## src/rtl/rr_arb4_sel.sv

```systemverilog
// rtl/rr_arb4_sel.sv - round-robin arbiter for 4 requesters feeding a 2-to-4 decoder
// Grants are held until the owner drops its request, signals DONE, or hits MAX_HOLD.
module rr_arb4_sel #(
  parameter int MAX_HOLD = 16,
  parameter int PTR_INIT = 0
) (
  input  logic       clk,
  input  logic       rst,
  input  logic [3:0] REQ,
  input  logic       DONE,
  output logic [1:0] A,
  output logic       E,
  output logic       TMO
);

  localparam int            CW       = (MAX_HOLD > 0) ? $clog2(MAX_HOLD + 1) : 1;
  localparam logic [CW-1:0] CNT_LAST = (MAX_HOLD > 0) ? CW'(MAX_HOLD - 1) : '0;
  localparam logic [1:0]    PTR_RST  = 2'(PTR_INIT);

  typedef enum logic {ST_IDLE, ST_GRANT} state_t;

  state_t        r_state, w_state_nxt;
  logic [1:0]    r_a, w_a_nxt;
  logic [1:0]    r_ptr, w_ptr_nxt;
  logic [CW-1:0] r_cnt, w_cnt_nxt;
  logic          r_tmo, w_tmo_nxt;
  logic [3:0]    w_rot;
  logic [1:0]    w_off;
  logic [1:0]    w_win;
  logic          w_rel_req;
  logic          w_rel_tmo;

  // Rotate requests so the pointer position lands at bit 0, then priority-encode.
  assign w_rot = 4'({REQ, REQ} >> r_ptr);

  always_comb begin
    w_off = 2'd0;
    if (w_rot[0])      w_off = 2'd0;
    else if (w_rot[1]) w_off = 2'd1;
    else if (w_rot[2]) w_off = 2'd2;
    else if (w_rot[3]) w_off = 2'd3;
  end

  assign w_win     = r_ptr + w_off;
  assign w_rel_req = !REQ[r_a] || DONE;
  assign w_rel_tmo = (MAX_HOLD != 0) && (r_cnt == CNT_LAST);

  always_comb begin
    w_state_nxt = r_state;
    w_a_nxt     = r_a;
    w_ptr_nxt   = r_ptr;
    w_cnt_nxt   = r_cnt;
    w_tmo_nxt   = 1'b0;
    case (r_state)
      ST_IDLE: begin
        if (REQ != 4'b0000) begin
          w_state_nxt = ST_GRANT;
          w_a_nxt     = w_win;
          w_ptr_nxt   = w_win + 2'd1;
          w_cnt_nxt   = '0;
        end
      end
      ST_GRANT: begin
        if (w_rel_req || w_rel_tmo) begin
          w_state_nxt = ST_IDLE;
          w_tmo_nxt   = w_rel_tmo && !w_rel_req;
        end else if ((MAX_HOLD != 0) && (r_cnt != CNT_LAST)) begin
          w_cnt_nxt = r_cnt + 1'b1;
        end
      end
      default: w_state_nxt = ST_IDLE;
    endcase
  end

  always_ff @(posedge clk or posedge rst) begin
    if (rst) begin
      r_state <= ST_IDLE;
      r_a     <= 2'b00;
      r_ptr   <= PTR_RST;
      r_cnt   <= '0;
      r_tmo   <= 1'b0;
    end else begin
      r_state <= w_state_nxt;
      r_a     <= w_a_nxt;
      r_ptr   <= w_ptr_nxt;
      r_cnt   <= w_cnt_nxt;
      r_tmo   <= w_tmo_nxt;
    end
  end

  assign A   = r_a;
  assign E   = (r_state == ST_GRANT);
  assign TMO = r_tmo;

endmodule

```

## config.mk

```make
export PLATFORM = sky130hd
export DESIGN_NAME = rr_arb4_sel
export DESIGN_NICKNAME = d
export VERILOG_FILES = /design/src/rtl/rr_arb4_sel.sv
export SDC_FILE = /design/constraint.sdc
export NUM_CORES = 1
export LEC_CHECK = 0
export ABC_AREA = 1
export BUFFER_PORTS_ARGS = -buffer_cell sky130_fd_sc_hd__buf_2
export CELL_PAD_IN_SITES_DETAIL_PLACEMENT = 1
export CELL_PAD_IN_SITES_GLOBAL_PLACEMENT = 1
export CORE_MARGIN = 2
export CORE_UTILIZATION = 25
export CTS_CLUSTER_DIAMETER = 40
export DETAILED_ROUTE_END_ITERATION = 12
export HOLD_SLACK_MARGIN = 0.06
export PLACE_DENSITY = 0.5
export SLEW_MARGIN = 40
export SYNTH_ARGS = -nofsm -noshare
export SYNTH_HDL_FRONTEND = slang
export SYNTH_SLANG_ARGS = --single-unit
export TNS_END_PERCENT = 30
```

## constraint.sdc

```tcl
create_clock -name clk -period 2.8 [get_ports clk]
set_input_delay 0.28 -clock clk [delete_from_list [all_inputs] [get_ports clk]]
set_output_delay 0.28 -clock clk [all_outputs]
set_load 0.005 [all_outputs]
```

==> impl_results.md, run 1 <==
- Internal: between 0.4 and 0.5 mW
- CP endpoint kind: flip-flop
- Seq/Total Area, Yosys: 36.91%
- Area growth, synth to finish: 15.77%
- Most common cell after layout, fill and taps aside: nand2_1
- Tmin final: ~1.9 ns
- Detail Placement HPWL: 1.423 mm
- CTS clk-pin slew, worst paths: about 0.07 ns
- Max H-tree Level: 1
- Grt ovf: 0
- R2r endpoint: A[1]
- Initial antenna violation count: 0
- CP required: around 3.0 ns
- Site Rows: 19
- Clk_lat worst skew: 0.28 ns
- PD cells: ~1100 mW/mm^2
- Combinational power share: between 50% and 60%
- Crit path from: r_ptr[1]
- Top cells by area, synth: dfrtp_1, nand2_1, nand3_1, inv_1, ha_1
- Period Utilization, post-route: between 60% and 70%
- Post-CTS Repair Setup Buffers: 0
- Port buffer count: 10
- Crit-path most repeated cell: nand2_2
- Mean Syn Cell Area: ~7 sq um
- Area leader, netlist: dfrtp_1
- Seq cells post-synth: 11
- CP max-delay cell: dfrtp_1
- Routed WL: around 1.8 mm
- Via count: slightly below 700
- DRC Markers: 3
- Worst r2r src: r_ptr[1]
- First-pass GRT wire length: roughly 3 mm
- Class of the most critical setup path: reg -> reg
- Crit. path cell count: 12
- Slew HR: 70.85%
- Worst Path Buf+Inv: 2
- Sequential group share of total power: 31.2%
- Ys Warns: 0
- Worst Setup Slack, final: about 0.95 ns
- Drt first pass iters: 8
- Die area: ~0.0034 sq mm
- Skew final: about 0.0022 ns
- Number of slew-limit violations in the final report: 0
- Slew of the pin with the lowest slew margin: 0.4367 ns
- Initial core utilization: a little over a quarter
- Share of cells above drive strength 1: between 20% and 30%
- Failing checks: design-rule violations
- Hold Violations, Final: 0
- Final setup viols: 0
- GRT Total Usage: 12.24%
- Worst slack at placement: around 0.9 ns
- WL per Instance: 11.92 microns
- Clk root buf: clkbuf_4
- Core ar.: ~0.0028 sq mm
- Syn nets: approximately 110
- Static leakage: 0.4472 nW
- Hold-fix buffers at CTS: 1
- Mapped cell area: approximately 750 sq um
- Post-synth top area share: a little under two fifths
- Status: finished, violations left
- Top Family by Delay on Critical Path: flip-flops
- Vias in the first global route: 713
- Via-to-Cell Ratio: around 4.6
- Largest net degree at the start of global routing: 12
- R2R depth: 12
- CP Cell Sequence: inv_1, nand3_1, nand2_2, nand3_1, a21boi_0, ha_1, xnor2_1, inv_1, nand2_2, nand2_2, nand2_1, o21ai_1
- Clock share of power: between 10% and 20%
- Crit Path Max Fanout: 7
- CP Data Arrival Time: about 2.0 ns
- Antenna cells: 0
- Cells after Synth: about 100
- Clock Tree Buf Depth: 2
- Maximum vdd drop: slightly above 0.0003 V
- Sum Neg Setup Slack: 0 ns
- Yosys cell types: 21
- FF-to-FF setup slack: 0.95 ns
- Hold WC Path Type: in -> reg
- Layout Nets: roughly 130
- Post-cts sizing count: 0
- GP Congestion: ~0.77
- Worst Setup Start Kind: flip-flop
- Switching share of power: between 40% and 50%
- Most frequent cells in the layout: nand2_1, nand3_1, inv_1
- Iter 0 DRT Violations: 25
- Clock Sinks: 11
- RSZ-0062 raised after global routing: false
- Die Y: roughly 59 microns
- P_sw: roughly 0.47 mW
- Antenna Violating Nets Remaining: 0
- Max-cap viol count: 0
- Cts bufs inserted: 3
- CTS tree: yes
- CP max stage delay: around 0.48 ns
- Maximum clock rate: ~540 MHz
- Boundary Pins: 11
- CP endpoint: A[1]
- Die width: 58.62 microns
==> how the worst min path moves through the flow <==
| stage | slack, ns | cells after the start | startpoint | to |
|---|---|---|---|---|
| 4_1_cts | 0.27 | 4 | DONE | TMO |
| 5_1_grt | 0.30 | 4 | DONE | TMO |
| 3_5_place_dp | 0.31 | 2 | rst | TMO |
| 2_1_floorplan | 0.13 | 1 | rst | A[0] |
| 6_report | 0.28 | 4 | DONE | TMO |
| 3_3_place_gp | 0.31 | 2 | rst | TMO |
==> registers in the layout (all words and copies together), names as in the netlist <==
register	count
TMO	1
A	2
r_cnt	5
E	1
r_ptr	2
==> area by class of cell <==
class | count | area (sq um)
repair buffers | 11 | 60.06
well taps | 31 | 38.79
inverters | 15 | 57.56
fillers | 370 | 1942
clock buffers | 4 | 26.28
multi-input cells | 77 | 405.4
flip-flops and latches | 11 | 275.3
==> layer usage <==
layer	GRT usage [%]	part of all wire, %	vias up
li1	-	-	359
met1	14.34	48	316
met2	20.22	45	12
met3	4.615	5.1	4
met4	4.870	1.4	0
met5	0	0	-
==> power by group through the flow <==
| stage | sequential, mW | clock [mW] | combinational [mW] |
|---|---|---|---|
| 6_report | 0.294 | 0.111 | 0.537 |
| 5_1_grt | 0.305 | 0.126 | 0.627 |
| 2_1_floorplan | 0.270 | 0 | 0.446 |
| 3_5_place_dp | 0.299 | 0 | 0.549 |
| 3_3_place_gp | 0.295 | 0 | 0.543 |
| 4_1_cts | 0.295 | 0.120 | 0.552 |
==> cells by family (layout without fill, tap and decap cells) <==
family	Yosys count	in the layout	synth area share, %
flip-flops	11	11	36.91
adder cells (fa/ha/maj)	3	3	5.034
AND/OR/NAND/NOR	65	65	41.28
XOR/XNOR	2	2	2.349
AO/OA/AOI/OAI	7	7	5.703
buffers and inverters	16	30	8.725
==> synth_stat cells (all sizes together) <==
master	n
nor2	10
o21ai	3
nand4	1
a21boi	1
nand2	34
a21oi	1
clkinv	1
xor2	1
nor3b	1
nor3	1
buf	1
nand3	18
inv	14
xnor2	1
ha	3
o211ai	2
dfrtp	11
==> metrics by stage <==
| stage | util (%) | cells | hold slack, ns | cell area (sq um) | total power, mW |
|---|---|---|---|---|---|
| floorplan | - | 104 | 0.1324 | 745.7 | 0.7158 |
| finish | 30.78 | 149 | 0.2844 | 863.3 | 0.9428 |
| CTS | 30.78 | 149 | 0.2720 | 863.3 | 0.9671 |
| global route | 30.78 | 149 | 0.2993 | 863.3 | 1.058 |
| global placement | 29.48 | 144 | 0.3077 | 827.0 | 0.8383 |
| detailed placement | 29.48 | 144 | 0.3142 | 827.0 | 0.8474 |
==> worst min-delay path: cells and delay by family <==
kind | cells | cell delay, ns
buffers and inverters | 2 | 0.14
AND/OR/NAND/NOR | 2 | 0.11
(Power assumes the default switching activity.)
==> run 2, diff against run 1 <==
- clock period: 2.8 -> 1.8 ns (I/O delays scaled with it)
==> impl_results.md, run 2 (synthesis gave the netlist of run 1 again) <==
- Status: finished, violations left (unchanged)
- Failing checks: design-rule violations (unchanged)
- Vias in the first global route: 741 (was 713)
- Via-to-Cell Ratio: 4.694 (was 4.638)
- Clk root buf: clkbuf_4 (unchanged)
- Static leakage: 0.4981 nW (was 0.4472 nW)
- Iter 0 DRT Violations: 15 (was 25)
- Crit-path most repeated cell: nand2_2 (unchanged)
- CTS tree: yes (unchanged)
- Tmin final: 1.723 ns (was 1.850 ns)
- Clock Tree Buf Depth: 2 (unchanged)
- Skew final: 0.003718 ns (was 0.002184 ns)
- First-pass GRT wire length: 3.243 mm (was 3.084 mm)
- Crit Path Max Fanout: 6 (was 7)
- Drt first pass iters: 8 (unchanged)
- DRC Markers: 3 (unchanged)
- Maximum clock rate: 580.4 MHz (was 540.5 MHz)
- Core ar.: 0.002805 sq mm (unchanged)
- Slew of the pin with the lowest slew margin: 0.4212 ns (was 0.4367 ns)
- R2r endpoint: r_ptr[1] (was A[1])
- CP Cell Sequence: inv_4, nand2_2, nand3_1, nand2_2, a21boi_2, ha_2, xnor2_2, inv_1, nand2_2, nand2_2, nand2_2, nand3_1 (was inv_1, nand3_1, nand2_2, nand3_1, a21boi_0, ha_1, xnor2_1, inv_1, nand2_2, nand2_2, nand2_1, o21ai_1)
- Area occupied by multi-input gates: 459.2 sq um (was 405.4 sq um)
- Area growth, synth to finish: 31.71% (was 15.77%)
- RSZ-0062 raised after global routing: true (was false)
- Max FFs per register: 5 (unchanged)
- Initial core utilization: 26.58% (unchanged)
- Number of slew-limit violations in the final report: 0 (unchanged)
- Worst Setup Slack, final: 0.07706 ns (was 0.9499 ns)
- Via count: 737 (was 691)
- Die Y: 58.62 microns (unchanged)
- CP max stage delay: 0.46 ns (was 0.48 ns)
- Hold Violations, Final: 0 (unchanged)
- Max H-tree Level: 1 (unchanged)
- Final setup viols: 0 (unchanged)
- Grt ovf: 0 (unchanged)
- Most common cell after layout, fill and taps aside: nand2_1 (unchanged)
- # fillers: 352 (was 370)
- CTS clk-pin slew, worst paths: 0.07 ns (about the same)
- GRT Total Usage: 12.42% (was 12.24%)
- Hold_ws: 0.1815 ns (was 0.2844 ns)
- Share of cells above drive strength 1: 39.68% (was 20.34%)
- Worst r2r src: r_ptr[0] (was r_ptr[1])
- Class of the most critical setup path: reg -> reg (unchanged)
- CP endpoint kind: flip-flop (unchanged)
- CP required: 1.95 ns (was 2.97 ns)
- Worst slack at placement: -0.05809 ns (was 0.9257 ns)
- Most frequent cells in the layout: nand2_1, nand2_2, nand3_1 (was nand2_1, nand3_1, inv_1)
- Finished Core Util: 35.01% (was 30.78%)
- Die area: 0.003436 sq mm (unchanged)
- Final Instance Area: 982.2 sq um (was 863.3 sq um)
- PD cells: 1778 mW/mm^2 (was 1092 mW/mm^2)
- Die width: 58.62 microns (unchanged)
- Site Rows: 19 (unchanged)
- Crit path from: r_ptr[0] (was r_ptr[1])
- R2R depth: 12 (unchanged)
- Hold WC Path Type: in -> reg (unchanged)
- CP max-delay cell: dfrtp_2 (was dfrtp_1)
- Port buffer count: 10 (unchanged)
- Clock Sinks: 11 (unchanged)
- Antenna cells: 0 (unchanged)
- Boundary Pins: 11 (unchanged)
- Max-cap viol count: 0 (unchanged)
- Slew HR: 71.89% (was 70.85%)
- GP Congestion: 0.7937 (was 0.7681)
- Layout Nets: 137 (was 129)
- Worst Setup Start Kind: flip-flop (unchanged)
- Antenna Violating Nets Remaining: 0 (unchanged)
- Initial antenna violation count: 0 (unchanged)
- CP endpoint: r_ptr[1] (was A[1])
- FF-to-FF setup slack: 0.08 ns (was 0.95 ns)
- Cts bufs inserted: 3 (unchanged)
- WL per Instance: 12.08 microns (was 11.92 microns)
- Detail Placement HPWL: 1.457 mm (was 1.423 mm)
- Maximum vdd drop: 0.0005492 V (was 0.0003089 V)
- Register cell area after layout: 277.8 sq um (was 275.3 sq um)
- Period Utilization, post-route: 95.72% (was 66.07%)
- Routed WL: 1.896 mm (was 1.776 mm)
- Placed cell areas: 857.1 sq um (was 827.0 sq um)
- CP Data Arrival Time: 1.88 ns (was 2.02 ns)
- Largest net degree at the start of global routing: 12 (unchanged)
- Most flop-heavy register: r_cnt (unchanged)
- Clk_lat worst skew: 0.27 ns (was 0.28 ns)
[run 2: power breakdown]
| group | switching, mW | internal, mW | leakage [nW] |
|---|---|---|---|
| registers | 0.120 | 0.343 | 0.138 |
| clock network | 0.0861 | 0.0857 | 0.0150 |
| logic | 0.622 | 0.489 | 0.345 |
[run 2: routing by layer]
layer / share of wire (%) / up-vias / GRT usage (%)
met5: 0 / - / 0
met4: 0.47 / 0 / 3.571
met3: 4.4 / 2 / 4.615
met2: 47 / 10 / 19.74
met1: 48 / 349 / 15.83
li1: - / 376 / -
[run 2: per-stage QoR]
stage	setup TNS (ns)	cells	total power [mW]
2_1_floorplan	0	104	1.114
3_3_place_gp	-0.009286	148	1.369
3_5_place_dp	-0.08996	148	1.389
4_1_cts	0	154	1.634
5_1_grt	-0.09147	157	1.937
6_report	0	157	1.746
[run 2: how the worst min path moves through the flow]
| stage | start | to | slack (ns) | depth (start not counted) |
|---|---|---|---|---|
| CTS | DONE | TMO | 0.17 | 4 |
| global placement | rst | TMO | 0.21 | 2 |
| finish | DONE | TMO | 0.18 | 4 |
| floorplan | rst | A[0] | 0.03 | 1 |
| detailed placement | rst | TMO | 0.21 | 2 |
| global route | DONE | TMO | 0.18 | 4 |
[run 2: area by class of cell]
class	count	area share, %
Multi-Input combinational cell	77	46.75
Sequential cell	11	28.28
Timing Repair Buffer	19	12.23
Inverter	15	6.115
Tap cell	31	3.949
Clock buffer	4	2.675
[run 2: worst max-delay path: cells and delay by family, from the launching register on]
kind	cells	cell delay [ns]
DFF	1	0.46
buffers and inverters	2	0.17
and+or+nand+nor	7	0.49
adders and majority gates	1	0.20
AOI/OAI and AO/OA	1	0.14
xor gates and xnor gates	1	0.13
[run 2: timing repair]
item,4_1_cts,5_1_grt
hold endpoints to repair,11,0
hold buffers,1,0
cloned,0,0
pin swaps,2,6
gates resized for setup,6,14
setup endpoints to repair,2,2
buffers inserted,1,3
